## config.mk

```make
export PLATFORM = sky130hd
export DESIGN_NAME = spi_master_ctrl
export DESIGN_NICKNAME = d
export VERILOG_FILES = /design/src/rtl/spi_pkg.sv /design/src/rtl/spi_clk_gen.sv /design/src/rtl/spi_master_ctrl.sv
export SDC_FILE = /design/constraint.sdc
export NUM_CORES = 1
export LEC_CHECK = 0
export ABC_AREA = 1
export CORE_MARGIN = 2
export CORE_UTILIZATION = 30
export DETAILED_ROUTE_END_ITERATION = 7
export SLEW_MARGIN = 15
export SYNTH_ARGS = -nofsm -noshare
export SYNTH_HDL_FRONTEND = slang
export SYNTH_SLANG_ARGS = --single-unit
export TNS_END_PERCENT = 1
```

## constraint.sdc

```tcl
create_clock -name clk -period 4.3 [get_ports clk]
set_clock_uncertainty 0.05 [all_clocks]
set_input_delay 0.86 -clock clk [delete_from_list [all_inputs] [get_ports clk]]
set_output_delay 0.86 -clock clk [all_outputs]
set_load 0.01 [all_outputs]
```

## src/rtl/spi_pkg.sv

```systemverilog
// Shared types for the SPI master: controller state encoding and the
// {cpol,cpha} mode constants.
package spi_pkg;

  typedef enum logic [1:0] {
    IDLE  = 2'd0,
    SETUP = 2'd1,
    XFER  = 2'd2,
    HOLD  = 2'd3
  } spi_state_t;

  localparam logic [1:0] MODE0 = 2'b00;
  localparam logic [1:0] MODE1 = 2'b01;
  localparam logic [1:0] MODE2 = 2'b10;
  localparam logic [1:0] MODE3 = 2'b11;

endpackage

```

## src/rtl/spi_clk_gen.sv

```systemverilog
// SCLK timebase: divides clk into half-periods and flags which half-period
// boundaries are leading or trailing SCLK edges.
module spi_clk_gen import spi_pkg::*; #(
  parameter int CLK_DIV = 4
) (
  input  logic clk,
  input  logic rst_n,
  input  logic run,
  input  logic edge_en,
  output logic half_tick,
  output logic lead,
  output logic trail
);

  localparam int CNT_W = (CLK_DIV > 1) ? $clog2(CLK_DIV) : 1;
  localparam logic [CNT_W-1:0] CNT_MAX = CNT_W'(CLK_DIV - 1);

  logic [CNT_W-1:0] cnt;
  logic             phase;

  // Counter and edge phase restart whenever the controller is idle, so every
  // transfer begins on a fresh half-period boundary.
  always_ff @(posedge clk or negedge rst_n) begin
    if (!rst_n) begin
      cnt   <= '0;
      phase <= 1'b0;
    end else if (!run) begin
      cnt   <= '0;
      phase <= 1'b0;
    end else begin
      if (half_tick) begin
        cnt <= '0;
      end else begin
        cnt <= cnt + 1'b1;
      end
      if (half_tick && edge_en) begin
        phase <= ~phase;
      end
    end
  end

  assign half_tick = run && (cnt == CNT_MAX);
  assign lead      = half_tick && edge_en && !phase;
  assign trail     = half_tick && edge_en && phase;

endmodule

```

## src/rtl/spi_master_ctrl.sv

```systemverilog
// SPI master controller: one frame per start pulse, modes 0-3, one-hot
// active-low chip selects. Optional LSB-first frames under SPI_MASTER_LSB_FIRST_EN.
module spi_master_ctrl import spi_pkg::*; #(
  parameter  int DATA_W  = 8,
  parameter  int CLK_DIV = 4,
  parameter  int NUM_CS  = 1,
  localparam int CSW     = (NUM_CS > 1) ? $clog2(NUM_CS) : 1
) (
  input  logic              clk,
  input  logic              rst_n,
  input  logic              start,
  input  logic [DATA_W-1:0] tx_data,
  input  logic [CSW-1:0]    cs_sel,
  input  logic              cpol,
  input  logic              cpha,
`ifdef SPI_MASTER_LSB_FIRST_EN
  input  logic              lsb_first,
`endif
  output logic              busy,
  output logic              done,
  output logic [DATA_W-1:0] rx_data,
  output logic              sclk,
  output logic              mosi,
  input  logic              miso,
  output logic [NUM_CS-1:0] cs_n
);

  localparam int HC_W = $clog2(2 * DATA_W);
  localparam logic [HC_W-1:0] HC_LAST = HC_W'(2 * DATA_W - 1);

  spi_state_t state, state_next;

  logic              accept;
  logic              finish;
  logic              run;
  logic              edge_en;
  logic              half_tick;
  logic              lead;
  logic              trail;
  logic              shift_en;
  logic              sample_en;
  logic              cpha_q;
  logic [HC_W-1:0]   half_cnt;
  logic [DATA_W-1:0] tx_shift;
  logic [DATA_W-1:0] rx_shift;
  logic [DATA_W-1:0] frame_in;
  logic [DATA_W-1:0] rx_frame;
  logic [NUM_CS-1:0] cs_dec;

  spi_clk_gen #(
    .CLK_DIV (CLK_DIV)
  ) u_clk_gen (
    .clk       (clk),
    .rst_n     (rst_n),
    .run       (run),
    .edge_en   (edge_en),
    .half_tick (half_tick),
    .lead      (lead),
    .trail     (trail)
  );

  always_ff @(posedge clk or negedge rst_n) begin
    if (!rst_n) begin
      state <= IDLE;
    end else begin
      state <= state_next;
    end
  end

  always_comb begin
    state_next = state;
    accept     = 1'b0;
    finish     = 1'b0;
    case (state)
      IDLE: begin
        if (start) begin
          accept     = 1'b1;
          state_next = SETUP;
        end
      end
      SETUP: begin
        if (half_tick) begin
          state_next = XFER;
        end
      end
      XFER: begin
        if (half_tick && (half_cnt == HC_LAST)) begin
          state_next = HOLD;
        end
      end
      HOLD: begin
        if (half_tick) begin
          finish     = 1'b1;
          state_next = IDLE;
        end
      end
      default: begin
        state_next = IDLE;
      end
    endcase
  end

  // The last XFER half-period sits at the idle level, so it carries no edge.
  assign run       = (state != IDLE);
  assign busy      = run;
  assign edge_en   = (state == SETUP) || ((state == XFER) && (half_cnt != HC_LAST));
  assign shift_en  = cpha_q ? lead : trail;
  assign sample_en = cpha_q ? trail : lead;

  always_comb begin
    cs_dec = '1;
    for (int i = 0; i < NUM_CS; i++) begin
      if (cs_sel == CSW'(i)) begin
        cs_dec[i] = 1'b0;
      end
    end
  end

`ifdef SPI_MASTER_LSB_FIRST_EN
  logic              lsb_q;
  logic [DATA_W-1:0] tx_rev;
  logic [DATA_W-1:0] rx_rev;

  always_comb begin
    tx_rev = '0;
    rx_rev = '0;
    for (int i = 0; i < DATA_W; i++) begin
      tx_rev[i] = tx_data[DATA_W-1-i];
      rx_rev[i] = rx_shift[DATA_W-1-i];
    end
  end

  always_ff @(posedge clk or negedge rst_n) begin
    if (!rst_n) begin
      lsb_q <= 1'b0;
    end else if (accept) begin
      lsb_q <= lsb_first;
    end
  end

  // LSB-first reuses the MSB-first shifters on bit-reversed frames.
  assign frame_in = lsb_first ? tx_rev : tx_data;
  assign rx_frame = lsb_q ? rx_rev : rx_shift;
`else
  assign frame_in = tx_data;
  assign rx_frame = rx_shift;
`endif

  // With cpha=0 the first bit is presented at accept, so the shifter is
  // preloaded one position ahead.
  always_ff @(posedge clk or negedge rst_n) begin
    if (!rst_n) begin
      done     <= 1'b0;
      rx_data  <= '0;
      sclk     <= 1'b0;
      mosi     <= 1'b0;
      cs_n     <= '1;
      cpha_q   <= 1'b0;
      half_cnt <= '0;
      tx_shift <= '0;
      rx_shift <= '0;
    end else begin
      done <= finish;
      if (accept) begin
        cpha_q   <= cpha;
        cs_n     <= cs_dec;
        sclk     <= cpol;
        half_cnt <= '0;
        rx_shift <= '0;
        if (cpha) begin
          tx_shift <= frame_in;
          mosi     <= 1'b0;
        end else begin
          tx_shift <= {frame_in[DATA_W-2:0], 1'b0};
          mosi     <= frame_in[DATA_W-1];
        end
      end else begin
        if (lead || trail) begin
          sclk <= ~sclk;
        end
        if (shift_en) begin
          mosi     <= tx_shift[DATA_W-1];
          tx_shift <= {tx_shift[DATA_W-2:0], 1'b0};
        end
        if (sample_en) begin
          rx_shift <= {rx_shift[DATA_W-2:0], miso};
        end
        if ((state == XFER) && half_tick) begin
          half_cnt <= half_cnt + 1'b1;
        end
        if (finish) begin
          cs_n    <= '1;
          mosi    <= 1'b0;
          rx_data <= rx_frame;
        end
      end
    end
  end

endmodule

```

==> results of run 1 <==
[worst max-delay path, stage by stage (launching register included)]
cell and delay, ns:
dfrtp_1 0.40, inv_1 0.08, ha_1 0.29, inv_2 0.13
clkdlybuf4s50_1 0.55
[logic make-up (layout without fill, tap and decap cells)]
logic type,count (synthesis),in the layout
AO/OA/AOI/OAI,27,27
XOR/XNOR,1,1
adder cells (fa/ha/maj),6,6
buffers and inverters,35,64
flip-flops,38,38
AND/OR/NAND/NOR,115,115
[cell type report]
cell class / count / share of cell area (%)
timing repair buffer: 27 / 11.2
clock buffer: 5 / 2.89
tap: 77 / 4.05
inverter: 29 / 4.79
sequential: 38 / 40.0
clock inverter: 3 / 1.89
multi-input combinational: 149 / 35.2
[where the power goes]
part | switching, mW | total, mW | internal, mW
registers | 0.00171 | 0.362 | 0.360
clock network | 0.140 | 0.313 | 0.173
logic | 0.0162 | 0.0300 | 0.0139
total | 0.158 | 0.705 | 0.547
[final timing paths]
check	end	cells after the start	slack, ns	startpoint
setup / recovery	busy	4	1.64	state[0]
hold / removal	u_clk_gen.cnt[0]	1	0.38	u_clk_gen.cnt[0]
setup reg to reg	tx_shift[6]	8	2.38	state[0]
hold reg to reg	u_clk_gen.cnt[0]	1	0.38	u_clk_gen.cnt[0]
max in group asynchronous	rx_frame[0]	1	3.04	rst_n
min in group asynchronous	half_cnt[3]	1	0.60	rst_n
[state kept, by name (all words and copies together) (netlist names), 2 cells and up]
signal         count
half_cnt           4
rx_data            8
rx_frame           8
state              2
tx_shift           8
u_clk_gen.cnt      2
[routing by layer]
metal,wire (um),up-vias,track usage [%],share of wire (%)
met3,177,2,4.13,4.6
met2,1720,31,18.9,45
met5,0,-,0,0
li1,-,783,-,-
met1,1940,705,16.0,50
met4,19,0,3.03,0.49
[metrics by stage]
stage,instances,total power [mW]
2_1_floorplan,222,0.377
4_1_cts,328,0.714
6_report,328,0.705
3_5_place_dp,320,0.400
5_1_grt,328,0.732
3_3_place_gp,320,0.400
[cell usage in the layout (no fill, tap or decap), drive strengths merged]
cell type and count:
nand2 66, o21a 1, nor2 15, a31oi 1, ha 6, nand4 12
clkinvlp 2, inv 29, clkdlybuf4s50 26, o22a 1, o21ai 13, clkbuf 5
o211ai 1, dfstp 1, a21oi 4, buf 1, o221ai 6, xor2 1
nand3 20, nor3 2, dfrtp 37, bufinv 1
==> metrics.txt, run 1 <==
Area growth syn-to-layout 22.6%; Tcrit/Tclk final 61.8%; Post-Syn Nets 243; core area 0.00631 sq mm; xor/xnor share of the synthesized area 0.451%; most instantiated cells after synthesis nand2_1 (58), dfrtp_1 (37), inv_1 (25); GRT Residual Overflow 0; Area after DPL 0.00226 sq mm; Root Buffer clkbuf_8; ys async rst share 100%; Synth Area in Compound Gates 8.83%; Max H-tree Level 2; WP data arrival 1.75 ns; first-pass GRT wire length 6950 um; n_diodes 0; ranking of synthesized cells by area dfrtp_1 (48%), nand2_1 (11%), inv_1 (4.8%); Static Leakage 1.18 nW; post-synthesis simple-gate area fraction 30.0%; number of global-route vias before repair 1540; CP Launch Type flop; drt pass-1 iters 4; Mapped Cells 222; clk_lat worst skew 0.30 ns; FMAX 376 MHz; Slew HR 42.8%; synth warn 0; maximum vdd drop 0.139 mV; post-synthesis cell type count 29; DRC errors left 0; final core utilization 37.7%; initial core utilization 30.7%; Hold-fix buffers, CTS 0; Post-CTS Setup Inserts 0; DP HPWL 2670 um; count of final setup violators 0; CTS Buf Count 5; crit-path max FO 5; Syn Area/Cell 8.74 sq um; max-cap violation count 0; setup tns final 0 ns; final worst slack 1.64 ns; post-synthesis adder-cell area fraction 3.87%; status finished clean; largest family of logic cells by synthesized area simple AND/OR/NAND/NOR gates; top cell type's share of synthesized area 47.7%; design area 0.00238 sq mm; fraction of layout cells with a size suffix above 1 12.0%; largest net degree at the start of global routing 39; clk buf depth 2; Multi-input gate area 837 sq um; most common cell in the netlist nand2_1; Setup CP Type flop to primary output; Iter 0 DRT Violations 100; die span in x 84.4 um; post-synthesis mux area share 0%; Seq/Total Area, Yosys 49.1%; die height 84.4 um; unrepaired setup endpoints after global routing no; port buffer count 27; Post-synth EDFFs 0; Critical Path RT 3.39 ns; number of cells upsized or downsized after cts 0; Crit. End Element primary output; WHS 0.380 ns; GRT Util Overall 12.0%; synthesized cell area 0.00194 sq mm; row count 29; CTS tree built; routed len/inst 11.7 um; total number of vias 1521; antenna violations before repair 0; RePlAce Congestion 0.754; area of the die 0.00713 sq mm; final hold vios 0; Worst Max-Slew Pin Slew 0.858 ns; fill count 653; DRT antenna net count 0; vias per inst 4.64; Post-layout nets 271; post-synth top area cell dfrtp_1; Hold Crit Class flop to flop; sequential cell area 952 sq um; Main synth FF type dfrtp_1; PwrDens 296 mW/mm^2; Max Transition Viols Final 0; Clock Sinks 38; post-route minimum period 2.66 ns; #FFs+latches synth 38; Total Wirelength 3850 um; Top Ports 28; clock slew at reported path FFs 0.08 ns; pre-CTS setup slack 1.81 ns
(Power assumes the default switching activity.)
==> run 2, diff against run 1 <==
clock period = 2.55 ns   (was 4.3 ns; I/O delays follow)
==> run 2 against run 1 <==
Effect of this change:
- die area stayed put
- cell area increased by 1.5%
- critical path depth unchanged
- non-clock buffer count rose by 1
- setup slack worse by 1.4 ns
- wire length rose by 2.3%
- critical path type unchanged
- critical endpoint unchanged
- largest power group is now clock
==> metrics.txt, run 2 (synthesized netlist as in run 1, its figures left out) <==
status finished clean; die height 84.4 um (unchanged); GRT Util Overall 12.0% (-0.026 points); clock slew at reported path FFs 0.07 ns (about the same); critical path cell sequence inv_1 > ha_1 > inv_2 > clkdlybuf4s50_1; Hold Crit Class input pin to asynchronous set/reset pin; area of the die 0.00713 sq mm (unchanged); DP HPWL 2790 um (+4.3%); Critical Path RT 1.99 ns (-1.40 ns); PwrDens 535 mW/mm^2 (+81%); design area 0.00241 sq mm (+1.5%); FF-to-FF setup slack 0.65 ns (-1.73 ns); DRT antenna net count 0 (unchanged); most frequent cells in the layout nand2_1 (58), dfrtp_1 (37), clkdlybuf4s50_1 (26); Hold-fix buffers, CTS 0 (unchanged); unrepaired setup endpoints after global routing no; number of global-route vias before repair 1523 (-1.1%); Max H-tree Level 2 (unchanged); pre-CTS setup slack 0.470 ns (-1.34 ns); final worst slack 0.281 ns (-1.36 ns); Largest stage delay, worst path 0.54 ns (about the same); maximum vdd drop 0.257 mV (+84%); Power Total 1.29 mW (+83%); Crit. End Element primary output; core area 0.00631 sq mm (unchanged); port buffer count 27 (unchanged); GRT Residual Overflow 0 (unchanged); CP Launch Type flop; most common cell after layout, fill and taps aside nand2_1; first-pass GRT wire length 7060 um (+1.6%); Post-CTS Setup Inserts 0 (unchanged); vias per inst 4.68 (+0.88%); Static Leakage 1.21 nW (+2.1%); routed len/inst 12.0 um (+2.0%); crit-path max FO 5 (unchanged); Critical R2R Launch state[0]; Slew HR 43.7% (+0.91 points); Worst Max-Slew Pin Slew 0.844 ns (-0.0137 ns); clk buf depth 2 (unchanged); Post-layout nets 272 (+0.37%); Slowest-stage cell, CP clkdlybuf4s50_1; post-route minimum period 2.27 ns; Iter 0 DRT Violations 126 (+26%); Max Transition Viols Final 0 (unchanged); largest net degree at the start of global routing 39 (unchanged); fraction of layout cells with a size suffix above 1 12.3% (+0.35 points); clk_lat worst skew 0.28 ns (-0.02 ns); Clock Sinks 38 (unchanged); CTS Buf Count 5 (unchanged); Total Wirelength 3940 um (+2.3%); Tcrit/Tclk final 89.0%; Setup CP Type flop to primary output; count of final setup violators 0 (unchanged); setup tns final 0 ns (unchanged); total number of vias 1539 (+1.2%); drt pass-1 iters 4 (unchanged); RePlAce Congestion 0.742 (-1.6%); FMAX 441 MHz; Top Ports 28 (unchanged); number of cells upsized or downsized after cts 0 (unchanged); max-cap violation count 0 (unchanged); CTS tree built; antenna violations before repair 0 (unchanged); n_diodes 0 (unchanged); Area after DPL 0.00227 sq mm (+0.33%); Root Buffer clkbuf_8; WP data arrival 1.71 ns (-0.04 ns); die span in x 84.4 um (unchanged); final hold vios 0 (unchanged); DRC errors left 0 (unchanged); final core utilization 38.2% (+0.57 points); CP Launch Point state[0]; Area growth syn-to-layout 24.4%; initial core utilization 30.7% (unchanged); row count 29 (unchanged)
run 2: changes by cell type in the layout (fill, tap and decap cells not counted):
cell,before,now
buf_4,0,1
clkinvlp_4,2,0
bufinv_16,1,2
clkbuf_8,5,6
run 2: metal layers:
metal	routed length [um]	vias up	global-route usage (%)
li1	-	784	-
met1	1880	726	15.8
met2	1860	25	19.7
met3	162	4	3.24
met4	36	0	3.03
met5	0	-	0
run 2: path summary, 6_finish.rpt:
path	endpoint	cells past startpoint
hold reg to reg	u_clk_gen.cnt[0]	1
max in group asynchronous	state[0]	1
min in group clk	u_clk_gen.cnt[0]	1
hold / removal	half_cnt[2]	1
setup / recovery	busy	4
setup reg to reg	tx_shift[4]	9
run 2: critical path, delay by kind of cell, from the launching register on:
family,cells,cell delay (ns)
buffers and inverters,3,0.74
flip-flops,1,0.39
adder cells (fa/ha/maj),1,0.28
run 2: per-stage QoR:
| step | instances | hold slack (ns) |
|---|---|---|
| 3_5_place_dp | 321 | 0.379 |
| 3_3_place_gp | 321 | 0.371 |
| 6_report | 329 | 0.274 |
| 4_1_cts | 329 | 0.319 |
| 2_1_floorplan | 222 | 0.164 |
| 5_1_grt | 329 | 0.348 |
run 2: layout make-up:
type | count | area, sq um
fill | 659 | 3900
sequential | 38 | 952
multi-input combinational | 149 | 837
timing repair buffer | 28 | 273
inverter | 29 | 114
tap | 77 | 96.3
clock buffer | 6 | 82.6
clock inverter | 2 | 60.1
run 2: where the power goes:
part | internal [mW] | total [mW] | switching (mW)
Combinational | 0.0234 | 0.0507 | 0.0273
Clock | 0.417 | 0.630 | 0.213
Sequential | 0.608 | 0.611 | 0.00306
==> run 3, diff against run 2 <==
PLACE_DENSITY = 0.48   (was default)
==> run 3 against run 2 <==
Effect of this change:
- global-route usage is 0.33 points lower
- first-iteration DRC count is 46% lower
- via count is 0.13% lower
- power is 8.8% lower
- largest cell class unchanged
==> metrics.txt, run 3 (synthesized netlist as in run 1, its figures left out) <==
vias per inst 4.67 (-0.13%); DP HPWL 2740 um (-1.6%); n_diodes 0 (unchanged); number of cells upsized or downsized after cts 0 (unchanged); placed insts 321 (unchanged); Power Total 1.18 mW (-8.8%); Hold Crit Class input pin to asynchronous set/reset pin; pre-CTS setup slack 0.522 ns (+0.0521 ns); crit-path max FO 5 (unchanged); largest net degree at the start of global routing 39 (unchanged); Max Transition Viols Final 0 (unchanged); Clock Sinks 38 (unchanged); Tcrit/Tclk final 90.7% (+1.8 points); Top Ports 28 (unchanged); CTS Buf Count 5 (unchanged); Largest stage delay, worst path 0.55 ns (about the same); Max H-tree Level 2 (unchanged); DRT antenna net count 0 (unchanged); first-pass GRT wire length 6760 um (-4.2%); die span in x 84.4 um (unchanged); Slowest-stage cell, CP clkdlybuf4s50_1; port buffer count 27 (unchanged); GRT Util Overall 11.7% (-0.33 points); critical path cell sequence inv_1 > ha_1 > inv_2 > clkdlybuf4s50_1; drt pass-1 iters 4 (unchanged); Post-layout nets 272 (unchanged); core area 0.00631 sq mm (unchanged); maximum vdd drop 0.290 mV (+13%); clk_lat worst skew 0.29 ns (about the same); routed len/inst 12.1 um (+0.99%); count of final setup violators 0 (unchanged); Static Leakage 1.18 nW (-1.7%); Root Buffer clkbuf_8; final std cells w/o fill 329 (unchanged); clk buf depth 2 (unchanged); CP Launch Type flop; Crit. End Element primary output; unrepaired setup endpoints after global routing no; setup tns final 0 ns (unchanged); RePlAce Congestion 0.709 (-4.4%); total number of vias 1537 (-0.13%); area of the die 0.00713 sq mm (unchanged); PwrDens 494 mW/mm^2 (-7.7%); critical path buffer and inverter count 3 (unchanged); clock slew at reported path FFs 0.08 ns (about the same); status finished clean; antenna violations before repair 0 (unchanged); Critical Path RT 1.99 ns (about the same); Setup CP Type flop to primary output; Slew HR 42.7% (-1.1 points); GRT Residual Overflow 0 (unchanged); Total Wirelength 3980 um (+0.99%); initial core utilization 30.7% (unchanged); number of global-route vias before repair 1488 (-2.3%); most common cell after layout, fill and taps aside nand2_1; WP data arrival 1.75 ns (+0.04 ns); die height 84.4 um (unchanged); Worst Max-Slew Pin Slew 0.860 ns (+0.0162 ns); fraction of layout cells with a size suffix above 1 12.3% (unchanged); Crit path max-delay family buffers and inverters; max-cap violation count 0 (unchanged); CTS tree built; final hold vios 0 (unchanged); post-route minimum period 2.31 ns (+0.0448 ns); row count 29 (unchanged); final worst slack 0.237 ns (-0.0448 ns); DRC errors left 0 (unchanged); most frequent cells in the layout nand2_1 (58), dfrtp_1 (37), clkdlybuf4s50_1 (26); Hold-fix buffers, CTS 0 (unchanged); FMAX 432 MHz (-1.9%); Iter 0 DRT Violations 68 (-46%); Post-CTS Setup Inserts 0 (unchanged); Area growth syn-to-layout 23.0%
-- run 3: changes by cell type in the layout (fill, tap and decap cells not counted) --
cell,before,now
clkbuf_8,6,5
bufinv_16,2,1
clkinvlp_4,0,2
-- run 3: per-stage QoR --
stage	utilization (%)	area (sq um)	hold WS [ns]
after global placement	36.0	2270	0.372
after floorplan	-	1940	0.164
after detailed placement	36.0	2270	0.373
after CTS	37.8	2390	0.311
final	37.8	2390	0.276
after global routing	37.8	2390	0.355
-- run 3: worst paths after layout --
kind                            depth (start not counted)  slack, ns              from          endpoint
min in group clk                                        1       0.40  u_clk_gen.cnt[0]  u_clk_gen.cnt[0]
worst min register to register                          1       0.40  u_clk_gen.cnt[0]  u_clk_gen.cnt[0]
max in group asynchronous                               1       1.64             rst_n       rx_frame[1]
worst max-delay path                                    4       0.24          state[0]              busy
worst max register to register                          9       0.65          state[0]       tx_shift[2]
worst min-delay path                                    1       0.28             rst_n       half_cnt[3]
-- run 3: layout make-up --
| class | instances | area [sq um] |
|---|---|---|
| Inverter | 29 | 114 |
| Tap cell | 77 | 96.3 |
| Timing Repair Buffer | 28 | 273 |
| Fill cell | 660 | 3930 |
| Clock buffer | 5 | 68.8 |
| Sequential cell | 38 | 952 |
| Multi-Input combinational cell | 149 | 837 |
| Clock inverter | 3 | 45.0 |
-- run 3: layer usage --
metal | global-route usage [%] | part of all wire, % | vias up | routed length, um
met2 | 18.7 | 45 | 29 | 1800
met4 | 3.90 | 1.4 | 0 | 55
met5 | 0 | 0 | - | 0
li1 | - | - | 788 | -
met1 | 15.3 | 49 | 712 | 1960
met3 | 3.15 | 4.2 | 8 | 166
-- run 3: power by group --
part / total [mW] / internal [mW] / switching, mW / leakage (nW)
Sequential: 0.610 / 0.608 / 0.00273 / 0.471
Clock: 0.518 / 0.291 / 0.227 / 0.0504
Combinational: 0.0504 / 0.0234 / 0.0270 / 0.663
